### src/rtl/rv32e_pkg.sv
// Shared RV32E types and constants for the writeback/register-file slice.
package rv32e_pkg;

    localparam int XLEN     = 32;
    localparam int NUM_REGS = 16;

    typedef logic [3:0]      reg_idx_t;
    typedef logic [XLEN-1:0] word_t;

    localparam reg_idx_t REG_ZERO = 4'd0;

    // Architectural write: real instruction, writes rd, rd is not x0.
    function automatic logic is_commit(input logic we, input logic invalid,
                                       input reg_idx_t rd, input logic rst);
        return we && !invalid && (rd != REG_ZERO) && !rst;
    endfunction

endpackage

### src/rtl/counter64.sv
// 64-bit free-running counter with synchronous active-high reset and increment enable.
module counter64 (
    input  logic        clk,
    input  logic        rst,
    input  logic        i_en,
    output logic [63:0] o_count
);

    logic [63:0] r_count;

    // Wraps from all-ones to zero silently.
    always_ff @(posedge clk) begin
        if (rst) begin
            r_count <= '0;
        end else if (i_en) begin
            r_count <= r_count + 64'd1;
        end
    end

    assign o_count = r_count;

endmodule

### src/rtl/writeback_regfile.sv
// RV32E writeback stage: 15-entry register file (x0 hardwired), two bypassed read ports,
// commit forwarding, and cycle/instret counters.
module writeback_regfile
    import rv32e_pkg::*;
#(
    parameter int XLEN     = 32,
    parameter int NUM_REGS = 16
) (
    input  logic            clk,
    input  logic            rst,
    input  logic            invalid_WB,
    input  reg_idx_t        rd_WB,
    input  logic [XLEN-1:0] alu_result_WB,
    input  logic            regfile_we_WB,
    input  reg_idx_t        rs1_ID,
    input  reg_idx_t        rs2_ID,
    output logic [XLEN-1:0] rs1_data_ID,
    output logic [XLEN-1:0] rs2_data_ID,
    output logic            wb_fwd_valid,
    output reg_idx_t        wb_fwd_rd,
    output logic [XLEN-1:0] wb_fwd_data,
    output logic [63:0]     cycle,
    output logic [63:0]     instret
);

    logic            w_commit;
    logic            w_retire;
    logic [XLEN-1:0] r_regs [1:NUM_REGS-1];

    assign w_commit = is_commit(regfile_we_WB, invalid_WB, rd_WB, rst);
    assign w_retire = !invalid_WB && !rst;

    always_ff @(posedge clk) begin
        if (rst) begin
            for (int unsigned i = 1; i < NUM_REGS; i++) begin
                r_regs[i] <= '0;
            end
        end else if (w_commit) begin
            r_regs[rd_WB] <= alu_result_WB;
        end
    end

    // x0 has no storage; same-cycle commit wins over the stored value.
    function automatic logic [XLEN-1:0] read_port(input reg_idx_t idx);
        logic [XLEN-1:0] v;
        v = '0;
        if (rst || idx == REG_ZERO) begin
            v = '0;
        end else if (w_commit && idx == rd_WB) begin
            v = alu_result_WB;
        end else begin
            v = r_regs[idx];
        end
        return v;
    endfunction

    always_comb begin
        rs1_data_ID = read_port(rs1_ID);
        rs2_data_ID = read_port(rs2_ID);
    end

    assign wb_fwd_valid = w_commit;
    assign wb_fwd_rd    = rd_WB;
    assign wb_fwd_data  = alu_result_WB;

    counter64 u_cycle (
        .clk     (clk),
        .rst     (rst),
        .i_en    (1'b1),
        .o_count (cycle)
    );

    counter64 u_instret (
        .clk     (clk),
        .rst     (rst),
        .i_en    (w_retire),
        .o_count (instret)
    );

endmodule

### config.mk
export PLATFORM = sky130hd
export DESIGN_NAME = writeback_regfile
export DESIGN_NICKNAME = d
export VERILOG_FILES = /design/src/rtl/rv32e_pkg.sv /design/src/rtl/counter64.sv /design/src/rtl/writeback_regfile.sv
export SDC_FILE = /design/constraint.sdc
export NUM_CORES = 1
export LEC_CHECK = 0
export ABC_AREA = 0
export BUFFER_PORTS_ARGS = -buffer_cell sky130_fd_sc_hd__buf_2
export CAP_MARGIN = 20
export CORE_UTILIZATION = 52
export DETAILED_ROUTE_END_ITERATION = 16
export GPL_TIMING_DRIVEN = 1
export PLACE_DENSITY_LB_ADDON = 0.25
export SLEW_MARGIN = 20
export SYNTH_ARGS = -nofsm -noshare
export SYNTH_HDL_FRONTEND = slang
export SYNTH_SLANG_ARGS = --single-unit
### constraint.sdc
create_clock -name clk -period 2.5 [get_ports clk]
set_input_delay 0.125 -clock clk [delete_from_list [all_inputs] [get_ports clk]]
set_output_delay 0.125 -clock clk [all_outputs]
set_load 0.01 [all_outputs]
==> results of run 1 <==
-- through the flow --
stage	setup slack [ns]	hold slack, ns	util [%]	power (W)
after floorplan	0.102	0.224	-	0.0140
after global placement	-0.333	0.355	58.4	0.0150
after detailed placement	0.0733	0.365	58.4	0.0151
after CTS	0.0153	0.0324	62.4	0.0249
after global routing	-0.0263	0.0518	62.4	0.0255
final	0.0790	0.0719	62.5	0.0249
-- timing repair --
item,CTS,global route
setup endpoints to repair,0,21
hold endpoints to repair,45,0
hold buffers,35,0
resized for setup,0,3
-- area by class of cell --
class,instances,share of cell area (%)
Antenna cell,2,0.0126
Clock buffer,98,4.96
Clock inverter,29,0.517
Inverter,20,0.189
Multi-Input combinational cell,1794,37.2
Sequential cell,640,45.2
Tap cell,846,2.67
Timing Repair Buffer,496,9.22
-- logic make-up after synthesis --
group,count (synthesis)
xor gates and xnor gates,69
AOI/OAI and AO/OA,374
other,1
buffers and inverters,276
and+or+nand+nor,998
muxes,319
adders and majority gates,2
DFF,640
-- worst max path at each step --
| stage | to | slack [ns] | cells past startpoint | startpoint |
|---|---|---|---|---|
| 4_1_cts | u_instret.o_count[42] | 0.02 | 7 | u_instret.o_count[7] |
| 3_3_place_gp | rs2_data_ID[28] | -0.33 | 7 | rd_WB[0] |
| 6_report | u_instret.o_count[44] | 0.08 | 5 | u_instret.o_count[22] |
| 3_5_place_dp | u_instret.o_count[42] | 0.07 | 7 | u_instret.o_count[7] |
| 5_1_grt | u_instret.o_count[59] | -0.03 | 5 | u_instret.o_count[22] |
| 2_1_floorplan | u_instret.o_count[36] | 0.10 | 6 | u_instret.o_count[24] |
-- flip-flops by register name, summed over array words and instances (netlist names) --
name,count
r_regs,512
u_instret.o_count,64
u_cycle.o_count,64
-- worst register-to-register path, cell delays in order (launching register included) --
cell and delay, ns:
dfxtp_1 0.40, nand4_1 0.24, or4_4 0.49, or4_4 0.63
or4_1 0.44, a21oi_1 0.15
-- cells in the mapped netlist (all sizes together), types with 10 or more instances --
master,number
mux4,196
nor2b,10
or3,31
o22ai,60
o21ai,34
or4,23
and4,11
nand2,117
or2,25
a21oi,63
nor3,18
clkbuf,190
nand3,67
nor4,24
and2,484
and3,11
nor2,106
mux2i,122
a22oi,64
xnor2,33
o31ai,81
nand4,46
inv,20
xor2,36
o211ai,60
edfxtp,512
buf,66
dfxtp,128
-- power groups by stage --
stage          clock [W]  sequential, W  combinational [W]
2_1_floorplan          0         0.0123            0.00161
3_3_place_gp           0         0.0124            0.00264
3_5_place_dp           0         0.0124            0.00266
4_1_cts           0.0100         0.0122            0.00272
5_1_grt           0.0104         0.0123            0.00286
6_report         0.00992         0.0122            0.00275
-- routing by layer --
metal	wire length (um)	global-route usage [%]
met2	52200	53.9
met1	39200	41.5
met5	0	0
met4	5030	14.8
met3	11800	6.90
==> metrics.md, run 1 <==
| Metric | Value |
|---|---|
| Core area | `63500 sq um` |
| Die ar. | `about 66000 sq um` |
| Sw frac | `24.2%` |
| Post-Syn Instances | `2679` |
| Multi-input logic area | `14800 sq um` |
| Final instance area | `39700 sq um` |
| GPL Wtd Cong | `0.882` |
| Via count | `~25000` |
| H-tree depth | `3` |
| Synth area leaders | `edfxtp_1 (46%), mux4_2 (13%), and2_1 (9.0%), dfxtp_1 (7.6%), mux2i_1 (3.6%)` |
| Die W | `256 um` |
| Post-Synth Simple-Gate Area | `17.0%` |
| Number of flops mapped to enable cells by yosys | `512` |
| WS Path Type | `reg -> reg` |
| Tightest Pin Transition | `0.992 ns` |
| Initial antenna violation count | `3` |
| Post-synth top flop | `edfxtp_1` |
| Worst EP required | `3.03 ns` |
| Non-filler cells, final | `3925` |
| Total gr overflow | `0` |
| VDD IR max | `0.444 mV` |
| Most frequent cells in the layout | `edfxtp_1 (512), and2_1 (484), buf_2 (271), mux4_2 (196), buf_4 (145)` |
| Yosys cell types | `50` |
| Lkg Pwr | `14.3 nW` |
| Die height | `256 um` |
| Post-Synth Adder-Cell Area | `0.0744%` |
| Synthesized area | `33600 sq um` |
| Fmax | `between 400 and 500 MHz` |
| Combinational family with the most area after synthesis | `simple AND/OR/NAND/NOR gates` |
| Crit path max fanout | `12` |
| Number of remaining DRC errors | `0` |
| R2R depth | `5` |
| Hold path depth | `3` |
| Post-route antenna net violation count | `0` |
| CTS buffer count | `71` |
| Worst Setup Start Kind | `register` |
| Buffer levels on the longest clock path | `3` |
| Area share of the largest cell type after synthesis | `45.7%` |
| Routed length per instance | `approximately 28 um` |
| Final WL | `around 110000 um` |
| Pwr dens | `628 nW/um^2` |
| Part of the power in registers | `roughly half` |
| RSZ-0062 raised after global routing | `yes` |
| Placed Area | `37100 sq um` |
| GRT Util Overall | `32.7%` |
| # Max-Cap Violations | `0` |
| Logic pwr share | `11.0%` |
| CTS clk-pin slew, worst paths | `0.06 ns` |
| Net count reported at finish | `3073` |
| Clock latency on the worst-skew pair | `0.62 ns` |
| Largest stage delay on the critical path | `0.63 ns` |
| Drt initial violations | `3142` |
| TritonRoute pass-1 iters | `8` |
| Final Max Tran Viols | `0` |
| Worst r2r src | `u_instret.o_count[22]` |
| Setup bufs post-CTS | `0` |
| Yosys Warn Count | `0` |
| Period utilization | `96.8%` |
| First-pass GRT wire length | `160000 um` |
| Max-Slew Margin vs Limit | `33.8%` |
| Initial Util | `52.9%` |
| Clk sink count | `640` |
| Synthesis-to-layout area growth | `18.0%` |
| Worst Skew | `0.0225 ns` |
| Final Critical Period | `between 2 and 2.5 ns` |
| Final setup viols | `0` |
| Multiplexer share of the synthesized area | `between 10% and 20%` |
| Number of port buffers | `276` |
| CTS root buf | `clkbuf_16` |
| Setup TNS | `0 ns` |
| Switching power | `just over 0.006 W` |
| Register area | `17900 sq um` |
| Worst reg2reg setup slack | `0.08 ns` |
| Ys async rst share | `0%` |
| Hold path start | `rst` |
| Synth Area in Compound Gates | `7.44%` |
| Leading area contributor after synthesis | `edfxtp_1` |
| Status | `finished, final reports clean` |
| Number of global-route vias before repair | `25500` |
| CTS tree | `done` |
| Hpwl dp | `69000 um` |
| Critical path, cell by cell | `nand4_1 -> or4_4 -> or4_4 -> or4_1 -> a21oi_1` |
| WP data arrival | `2.95 ns` |
| Most common cell after layout, fill and taps aside | `edfxtp_1` |
| Reg-to-reg endpoint | `u_instret.o_count[44]` |
| FILL cells | `4897` |
| Delay-heaviest family, CP | `simple AND/OR/NAND/NOR gates` |
| Clock Power Share | `39.8%` |
| Sequential fraction of the synthesis area | `53.3%` |
| P_int | `0.0189 W` |
| Placement row count | `92` |
| #FFs+latches synth | `640` |
| Final hold viol count | `0` |
| Largest net degree at the start of global routing | `80` |
| Hold WC Path Type | `in -> reg` |
| Cell mode on critical path | `or4_4` |
| Inst Count DP | `3761` |
| Vias per inst | `6.49` |
| Kind of end point of the critical path | `register` |
| Hold endpoint | `u_instret.o_count[19]` |
| CP max stage cell | `or4_4` |
| Buffers and inverters on the worst path | `0` |
| Syn Area/Cell | `12.6 sq um` |
| Share of layout cells above drive strength 1 | `26.8%` |
| I/O pins | `approximately 280` |
| Post-Synth XOR/XNOR Area | `1.80%` |
No activity file was read; power rests on OpenSTA's default activity.
==> run 2, diff against run 1 <==
- ABC_AREA: 0 -> not set
- CORE_UTILIZATION: 52 -> 61
==> metrics.md, run 2 (synthesized netlist as in run 1, its figures left out) <==
| Metric | Value |
|---|---|
| Initial Util | `62.1%` |
| Critical path, cell by cell | `buf_2 -> nor2b_1 -> and2_1 -> a22oi_1 -> o211ai_1 -> o31ai_1 -> buf_2` |
| Final WS setup | `0.0320 ns` |
| Part of the power in registers | `47.8%` |
| Post-route antenna net violation count | `0` |
| Die W | `approximately 240 um` |
| Die height | `237 um` |
| Largest stage delay on the critical path | `0.88 ns` |
| Register area | `17900 sq um` |
| First-pass GRT wire length | `155000 um` |
| TritonRoute pass-1 iters | `7` |
| Non-filler cells, final | `about 3700` |
| Switching power | `about 0.006 W` |
| Via count | `25500` |
| Initial antenna violation count | `1` |
| Most flop-heavy register | `r_regs` |
| Core area | `approximately 54000 sq um` |
| Routed length per instance | `28.1 um` |
| H-tree depth | `3` |
| Final setup viols | `0` |
| Most common cell after layout, fill and taps aside | `edfxtp_1` |
| Pre-CTS WS | `around 0.051 ns` |
| Pwr dens | `roughly 650 nW/um^2` |
| Share of layout cells above drive strength 1 | `a little over a quarter` |
| CTS tree | `done` |
| GRT Util Overall | `37.6%` |
| VDD IR max | `approximately 0.63 mV` |
| CTS root buf | `clkbuf_16` |
| FILL cells | `3529` |
| CP max stage cell | `and2_1` |
| Clock Power Share | `41.6%` |
| Number of flip-flops in the largest register | `512` |
| P_int | `0.0195 W` |
| Inst Count DP | `3590` |
| Drt initial violations | `3145` |
| WS Path Type | `in -> out` |
| Buffer levels on the longest clock path | `3` |
| Clk sink count | `640` |
| Worst Skew | `0.0121 ns` |
| Final hold viol count | `0` |
| Lkg Pwr | `14.3 nW` |
| # Max-Cap Violations | `0` |
| WP data arrival | `around 2.3 ns` |
| Setup bufs post-CTS | `0` |
| Worst Setup Start Kind | `input port` |
| Sw frac | `23.8%` |
| Hpwl dp | `66800 um` |
| Most frequent cells in the layout | `edfxtp_1 (512), and2_1 (484), buf_2 (271), mux4_2 (196), buf_4 (128)` |
| Cell mode on critical path | `buf_2` |
| Placement row count | `85` |
| Vias per inst | `6.81` |
| Final Critical Period | `2.47 ns` |
| Total gr overflow | `0` |
| Worst EP required | `2.38 ns` |
| GPL Wtd Cong | `about 0.9` |
| Number of port buffers | `276` |
| Final Max Tran Viols | `0` |
| Tightest Pin Transition | `1.08 ns` |
| Synthesis-to-layout area growth | `17.2%` |
| Final WL | `roughly 110000 um` |
| Fmax | `~410 MHz` |
| Final hold slack | `0.0476 ns` |
| Multi-input logic area | `14800 sq um` |
| RSZ-0062 raised after global routing | `yes` |
| Max-Slew Margin vs Limit | `roughly 28%` |
| Tot Pwr | `0.0256 W` |
| Kind of end point of the critical path | `output pin` |
| Diode count | `0` |
| Hold WC Path Type | `in -> reg` |
| Die ar. | `around 56000 sq um` |
| Logic pwr share | `10.6%` |
| Number of global-route vias before repair | `25300` |
| CTS clk-pin slew, worst paths | `0.06 ns` |
| CTS buffer count | `67` |
| Net count reported at finish | `3048` |
| Period utilization | `98.7%` |
| Clock latency on the worst-skew pair | `0.62 ns` |
| I/O pins | `277` |
| Crit path max fanout | `11` |
| Largest net degree at the start of global routing | `60` |
| Status | `finished, final reports clean` |
| Number of remaining DRC errors | `0` |
| Finished Core Util | `72.8%` |
==> run 2: timing repair <==
action,in CTS,in global routing
gates resized for setup,0,6
endpoints found under the setup margin,0,13
hold buffers,35,0
hold endpoints to repair,55,0
==> run 2: worst paths after layout <==
kind,start,end,slack [ns],cells after the start
setup / recovery,rs2_ID[3],rs2_data_ID[12],0.03,7
setup reg to reg,u_instret.o_count[22],u_instret.o_count[44],0.08,5
hold / removal,invalid_WB,u_instret.o_count[3],0.05,4
hold reg to reg,u_instret.o_count[63],u_instret.o_count[63],0.47,1
==> run 2: routing by layer <==
metal / GRT usage, % / share of wire [%] / wire length, um / vias to the layer above
li1: - / - / - / 10800
met1: 46.6 / 35 / 36400 / 12600
met2: 59.9 / 47 / 49600 / 1815
met3: 10.8 / 13 / 13200 / 386
met4: 20.0 / 5.7 / 6040 / 0
met5: 0 / 0 / 0 / -
==> run 2: worst max-delay path, delay by kind of cell <==
kind | cells | cell delay (ns)
AO/OA/AOI/OAI | 3 | 0.64
buffers and inverters | 2 | 0.41
AND/OR/NAND/NOR | 2 | 1.15
==> run 2: area by class of cell <==
cell class                      instances  share of cell area [%]
Inverter                               20                   0.190
Tap cell                              696                    2.21
Multi-Input combinational cell       1794                    37.4
Clock buffer                           87                    4.68
Timing Repair Buffer                  475                    8.76
Sequential cell                       640                    45.5
Clock inverter                         36                    1.23
==> run 2: metrics by stage <==
step / TNS [ns] / instance area, sq um
floorplan: 0 / 33700
global placement: -0.371 / 36700
detailed placement: 0 / 36700
CTS: 0 / 39400
global route: -0.00422 / 39400
finish: 0 / 39400
==> run 2: power groups by stage <==
stage / Clock, W / Sequential (W) / Combinational (W)
floorplan: 0 / 0.0123 / 0.00161
global placement: 0 / 0.0124 / 0.00254
detailed placement: 0 / 0.0124 / 0.00260
CTS: 0.0107 / 0.0122 / 0.00265
global route: 0.0111 / 0.0123 / 0.00280
finish: 0.0107 / 0.0122 / 0.00270
